`config.mk`:
```
export PLATFORM = sky130hd
export DESIGN_NAME = arb_mux_stage
export DESIGN_NICKNAME = d
export VERILOG_FILES = /design/src/rtl/arb_mux_stage.sv
export SDC_FILE = /design/constraint.sdc
export NUM_CORES = 1
export LEC_CHECK = 0
export ABC_AREA = 0
export CORE_MARGIN = 4
export CORE_UTILIZATION = 31
export CTS_BUF_LIST = sky130_fd_sc_hd__clkbuf_4 sky130_fd_sc_hd__clkbuf_8
export DETAILED_ROUTE_END_ITERATION = 8
export GPL_TIMING_DRIVEN = 0
export PLACE_DENSITY_LB_ADDON = 0.12
export SLEW_MARGIN = 30
export SYNTH_ARGS = -nofsm -noshare
export SYNTH_HDL_FRONTEND = slang
export SYNTH_SLANG_ARGS = --single-unit
```
`constraint.sdc`:
```
create_clock -name clk -period 5.7 [get_ports clk]
set_input_delay 0.855 -clock clk [delete_from_list [all_inputs] [get_ports clk]]
set_output_delay 0.855 -clock clk [all_outputs]
set_load 0.01 [all_outputs]
```
`src/rtl/arb_mux_stage.sv`:
```
// Buffered N-input merge stage: per-stream FIFOs feed an external arbiter, granted head goes to a registered output.
// Define ARB_MUX_STAGE_PKT_LOCK_EN to keep multi-beat packets from one source contiguous at the output.
module arb_mux_stage #(
  parameter int unsigned N     = 2,
  parameter int unsigned W     = 32,
  parameter int unsigned DEPTH = 2
) (
  input  logic                                clk,
  input  logic                                rstn,
  input  logic [N-1:0]                        in_valid,
  output logic [N-1:0]                        in_ready,
  input  logic [N*W-1:0]                      in_data,
  input  logic [N-1:0]                        in_last,
  output logic [N-1:0]                        arb_req,
  input  logic [N-1:0]                        arb_gnt,
  output logic                                arb_enable,
  output logic                                out_valid,
  input  logic                                out_ready,
  output logic [W-1:0]                        out_data,
  output logic                                out_last,
  output logic [$clog2((N > 1) ? N : 2)-1:0]  out_src
);

  localparam int unsigned SW = $clog2((N > 1) ? N : 2);
  localparam int unsigned PW = $clog2(DEPTH);
  localparam int unsigned CW = $clog2(DEPTH + 1);
  localparam int unsigned EW = W + 1;

  logic [EW-1:0] mem_q  [N][DEPTH];
  logic [EW-1:0] mem_d  [N][DEPTH];
  logic [PW-1:0] wptr_q [N];
  logic [PW-1:0] wptr_d [N];
  logic [PW-1:0] rptr_q [N];
  logic [PW-1:0] rptr_d [N];
  logic [CW-1:0] cnt_q  [N];
  logic [CW-1:0] cnt_d  [N];

  logic          out_valid_q, out_valid_d;
  logic [W-1:0]  out_data_q,  out_data_d;
  logic          out_last_q,  out_last_d;
  logic [SW-1:0] out_src_q,   out_src_d;

  logic [N-1:0]  push;
  logic [N-1:0]  pop;
  logic [N-1:0]  hit;
  logic [N-1:0]  first_hit;
  logic          pop_en;
  logic [SW-1:0] sel;
  logic [EW-1:0] head;

`ifdef ARB_MUX_STAGE_PKT_LOCK_EN
  logic          in_pkt_q, in_pkt_d;
  logic [SW-1:0] owner_q,  owner_d;
`endif

  // FIFO status and arbiter request; a locked packet masks every other source
  always_comb begin
    for (int i = 0; i < N; i++) begin
      in_ready[i] = (cnt_q[i] != CW'(DEPTH));
      push[i]     = in_valid[i] & in_ready[i];
`ifdef ARB_MUX_STAGE_PKT_LOCK_EN
      arb_req[i]  = (cnt_q[i] != '0) & (!in_pkt_q | (owner_q == SW'(i)));
`else
      arb_req[i]  = (cnt_q[i] != '0);
`endif
    end
    arb_enable = !out_valid_q | out_ready;
    hit        = arb_gnt & arb_req;
  end

  // Lowest granted requester wins even if the arbiter hands back a multi-hot grant
  always_comb begin
    first_hit = '0;
    sel       = '0;
    head      = '0;
    for (int i = 0; i < N; i++) begin
      if (hit[i] && (first_hit == '0)) begin
        first_hit[i] = 1'b1;
        sel          = SW'(i);
        head         = mem_q[i][rptr_q[i]];
      end
    end
    pop_en = arb_enable & (|hit);
    pop    = pop_en ? first_hit : '0;
  end

  always_comb begin
    mem_d = mem_q;
    for (int i = 0; i < N; i++) begin
      wptr_d[i] = wptr_q[i];
      rptr_d[i] = rptr_q[i];
      cnt_d[i]  = cnt_q[i] + CW'(push[i]) - CW'(pop[i]);
      if (push[i]) begin
        mem_d[i][wptr_q[i]] = {in_last[i], in_data[i*W +: W]};
        wptr_d[i]           = wptr_q[i] + PW'(1);
      end
      if (pop[i]) begin
        rptr_d[i] = rptr_q[i] + PW'(1);
      end
    end
  end

  // Output register loads on every pop, so a drain and a new pop chain without a bubble
  always_comb begin
    out_valid_d = out_valid_q;
    out_data_d  = out_data_q;
    out_last_d  = out_last_q;
    out_src_d   = out_src_q;
`ifdef ARB_MUX_STAGE_PKT_LOCK_EN
    in_pkt_d    = in_pkt_q;
    owner_d     = owner_q;
`endif
    if (pop_en) begin
      out_valid_d = 1'b1;
      out_data_d  = head[W-1:0];
      out_last_d  = head[W];
      out_src_d   = sel;
`ifdef ARB_MUX_STAGE_PKT_LOCK_EN
      in_pkt_d    = !head[W];
      if (!head[W]) begin
        owner_d = sel;
      end
`endif
    end else if (out_ready) begin
      out_valid_d = 1'b0;
    end
  end

  always_ff @(posedge clk) begin
    mem_q <= mem_d;
  end

  always_ff @(posedge clk or negedge rstn) begin
    if (!rstn) begin
      wptr_q      <= '{default: '0};
      rptr_q      <= '{default: '0};
      cnt_q       <= '{default: '0};
      out_valid_q <= 1'b0;
      out_data_q  <= '0;
      out_last_q  <= 1'b0;
      out_src_q   <= '0;
`ifdef ARB_MUX_STAGE_PKT_LOCK_EN
      in_pkt_q    <= 1'b0;
      owner_q     <= '0;
`endif
    end else begin
      wptr_q      <= wptr_d;
      rptr_q      <= rptr_d;
      cnt_q       <= cnt_d;
      out_valid_q <= out_valid_d;
      out_data_q  <= out_data_d;
      out_last_q  <= out_last_d;
      out_src_q   <= out_src_d;
`ifdef ARB_MUX_STAGE_PKT_LOCK_EN
      in_pkt_q    <= in_pkt_d;
      owner_q     <= owner_d;
`endif
    end
  end

  assign out_valid = out_valid_q;
  assign out_data  = out_data_q;
  assign out_last  = out_last_q;
  assign out_src   = out_src_q;

endmodule

```
==> results.cfg <==
[outcome]
run_status = finished clean

[sta]
rsz0062_at_grt = no
fmax_mhz = 277
fin_skew_ns = 0.0108
timing.final.ws_setup_ns = 2.09
hold_viol_final = 0
maxSlewHeadroom_pct = 55.6
tns_ns = 0
hold_ws_ns = 0.367
min_period_over_period_pct = 63.3
slew_viol_final = 0
tightest_slew_ns = 0.666
min_period_ns = 3.61
setup_viol = 0

[clock_tree]
path_clk_slew_ns = 0.09
root_buffer = clkbuf_8
cts_tree = done
cts_buffers = 17
clockBufferDepth = 2
post-cts-setup-buffers = 0
cts.htree.levels = 4
ctsResizeCount = 0
hold_buffers = 0
clock_sinks = 175
insertion_delay_ns = 0.45

[run]
maxCapViolCount = 0

[die]
die_area_sq_mm = 0.0241
die_w_um = 155
fp.coreArea_sq_mm = 0.0212
die_h_um = 155
ios = 113
start_util_pct = 31.8
rows = 53

[routing]
dr.pass1.iters = 4
vias_per_cell = 4.62
ant_nets = 0
num_vias = 3805
wl_per_cell_um = 19.0
drt_iter0_markers = 159
drc = 0
drt_wl_total_um = 15700

[global_route]
grt_pass1_wl_um = 24100
antenna_found_initial = 1
grt_use_total_pct = 13.5
grt_pass1_vias = 4065
overflow = 0
grt_start_max_net_pins = 44

[synth]
async_flop_share_pct = 24.6
netlist_area_sq_mm = 0.00673
syn_inst = 401
yosys.cell_types.count = 27
syn-num-nets = 478
ys_ff_latch = 175
synth_edf_count = 132
synthMuxAreaShare_pct = 9.82
syn_avg_cell_area_sq_um = 16.8
synth_warnings = 0
synth-xor-area-share_pct = 1.04
synthAdderAreaFrac_pct = 0.744
ys.flop_type = edfxtp_1
synth-simple-area-share_pct = 5.62
ys_seq_area_share_pct = 74.9
synth_top_family_by_area = multiplexers
synth_compound_area_share_pct = 5.75

[placement]
hpwl_um = 10900
place.gp.congestion = 0.707
place_ws_ns = 2.04
portBuffers = 112

[critical_path]
cp.required_ns = 4.85
r2r-start = cnt_q[3]$_DFF_PN0_
critPathCaptureType = output port
r2r_slack_ns = 3.44
startpoint = out_ready
r2r_cells = 8
reg2reg_to = cnt_q[3]$_DFF_PN0_
critical_path_class = in -> out
endpoint = arb_enable
worstPathArrival_ns = 2.75
cp_max_fo = 10
cp-start-kind = input pin

[finish]
fillCellCount = 1913
n_antenna_cell = 0
most-common-layout-cells = 132 x edfxtp_1, 111 x clkdlybuf4s50_1, 66 x mux2i_1, 43 x dfrtp_1, 35 x nor2_1
syn2layout_area_growth_pct = 29.7
final_layout_size_suffix_gt1_share_pct = 11.3
final_common_cell = edfxtp_1
final_util_pct = 41.2
final_nets = 614

[power]
vdd_drop_max_mv = 0.148
powerDensity_mw_per_mm2 = 489
power_leakage_nw = 3.23
totalPowerFinal_mw = 4.27

[worst_hold_path]
min_path_type = in -> async
## metrics by stage
| step | cells | area (sq um) |
|---|---|---|
| floorplan | 401 | 6730 |
| global placement | 788 | 8190 |
| detailed placement | 793 | 8350 |
| CTS | 824 | 8730 |
| global route | 824 | 8730 |
| finish | 824 | 8730 |
## registers in the layout, summed over array words and instances, names as in the netlist
signal     flops
mem_q        132
out_data      32
cnt_q          4
rptr_q         2
wptr_q         2
out_last       1
out_src        1
out_valid      1
## Yosys cell counts, types with 2 or more instances
cell type,instances,area [sq um]
nand2_1,2,7.51
nor3_1,33,165
or2_2,2,12.5
a221o_1,33,330
edfxtp_1,132,3960
nor2_1,37,139
xnor2_1,6,52.6
buf_2,12,60.1
ha_1,4,50.1
dfrtp_1,43,1080
xor2_1,2,17.5
and3_1,2,12.5
buf_6,3,33.8
clkbuf_1,10,37.5
inv_1,3,11.3
mux2i_1,66,661
## where the power goes
group	switching, mW	internal (mW)
clock	0.440	0.387
sequential	0.163	1.78
combinational	0.768	0.735
total	1.37	2.90
## critical path, stage by stage
cell	delay (ns)
clkdlybuf4s50_1	0.40
nor2b_1	0.12
buf_2	0.24
clkbuf_1	0.44
inv_1	0.16
clkdlybuf4s50_1	0.52
## layout make-up
cell class / count / area, sq um / area share (%)
well taps: 275 / 344 / 3.94
inverters: 3 / 11.3 / 0.129
clock buffers: 17 / 234 / 2.68
repair buffers: 117 / 1260 / 14.4
clock inverters: 14 / 143 / 1.63
flip-flops and latches: 175 / 5040 / 57.8
multi-input cells: 198 / 1570 / 18.0
plain buffers: 25 / 131 / 1.51
## logic make-up (layout without fill, tap and decap cells)
logic type      count (synthesis)  count (layout)
simple gates                   82              82
fa+ha+maj                       4               4
flops                         175             175
mux                            66              66
xor+xnor                        8               8
buf+inv                        28             176
compound gates                 38              38
## worst min-delay path by stage
stage,start,endpoint,slack [ns],depth (start not counted)
final,rstn,out_data[30]$_DFFE_PN0N_,0.37,2
after global routing,rstn,out_data[23]$_DFFE_PN0N_,0.35,2
after CTS,rstn,out_data[25]$_DFFE_PN0N_,0.35,2
after detailed placement,out_data[10]$_DFFE_PN0N_,out_data[10]$_DFFE_PN0N_,0.51,1
after global placement,wptr_q[1]$_DFFE_PN0N_,wptr_q[1]$_DFFE_PN0N_,0.48,1
after floorplan,wptr_q[1]$_DFFE_PN0N_,wptr_q[1]$_DFFE_PN0N_,0.46,1
## metal layers
| metal | share of wire [%] | vias up | global-route usage, % |
|---|---|---|---|
| met5 | 0.13 | - | 0 |
| met4 | 1.2 | 2 | 3.92 |
| met3 | 4.7 | 16 | 3.81 |
| met2 | 48 | 91 | 21.9 |
| met1 | 46 | 1874 | 17.7 |
| li1 | - | 1822 | - |
Power figures use the tool's default switching activity.
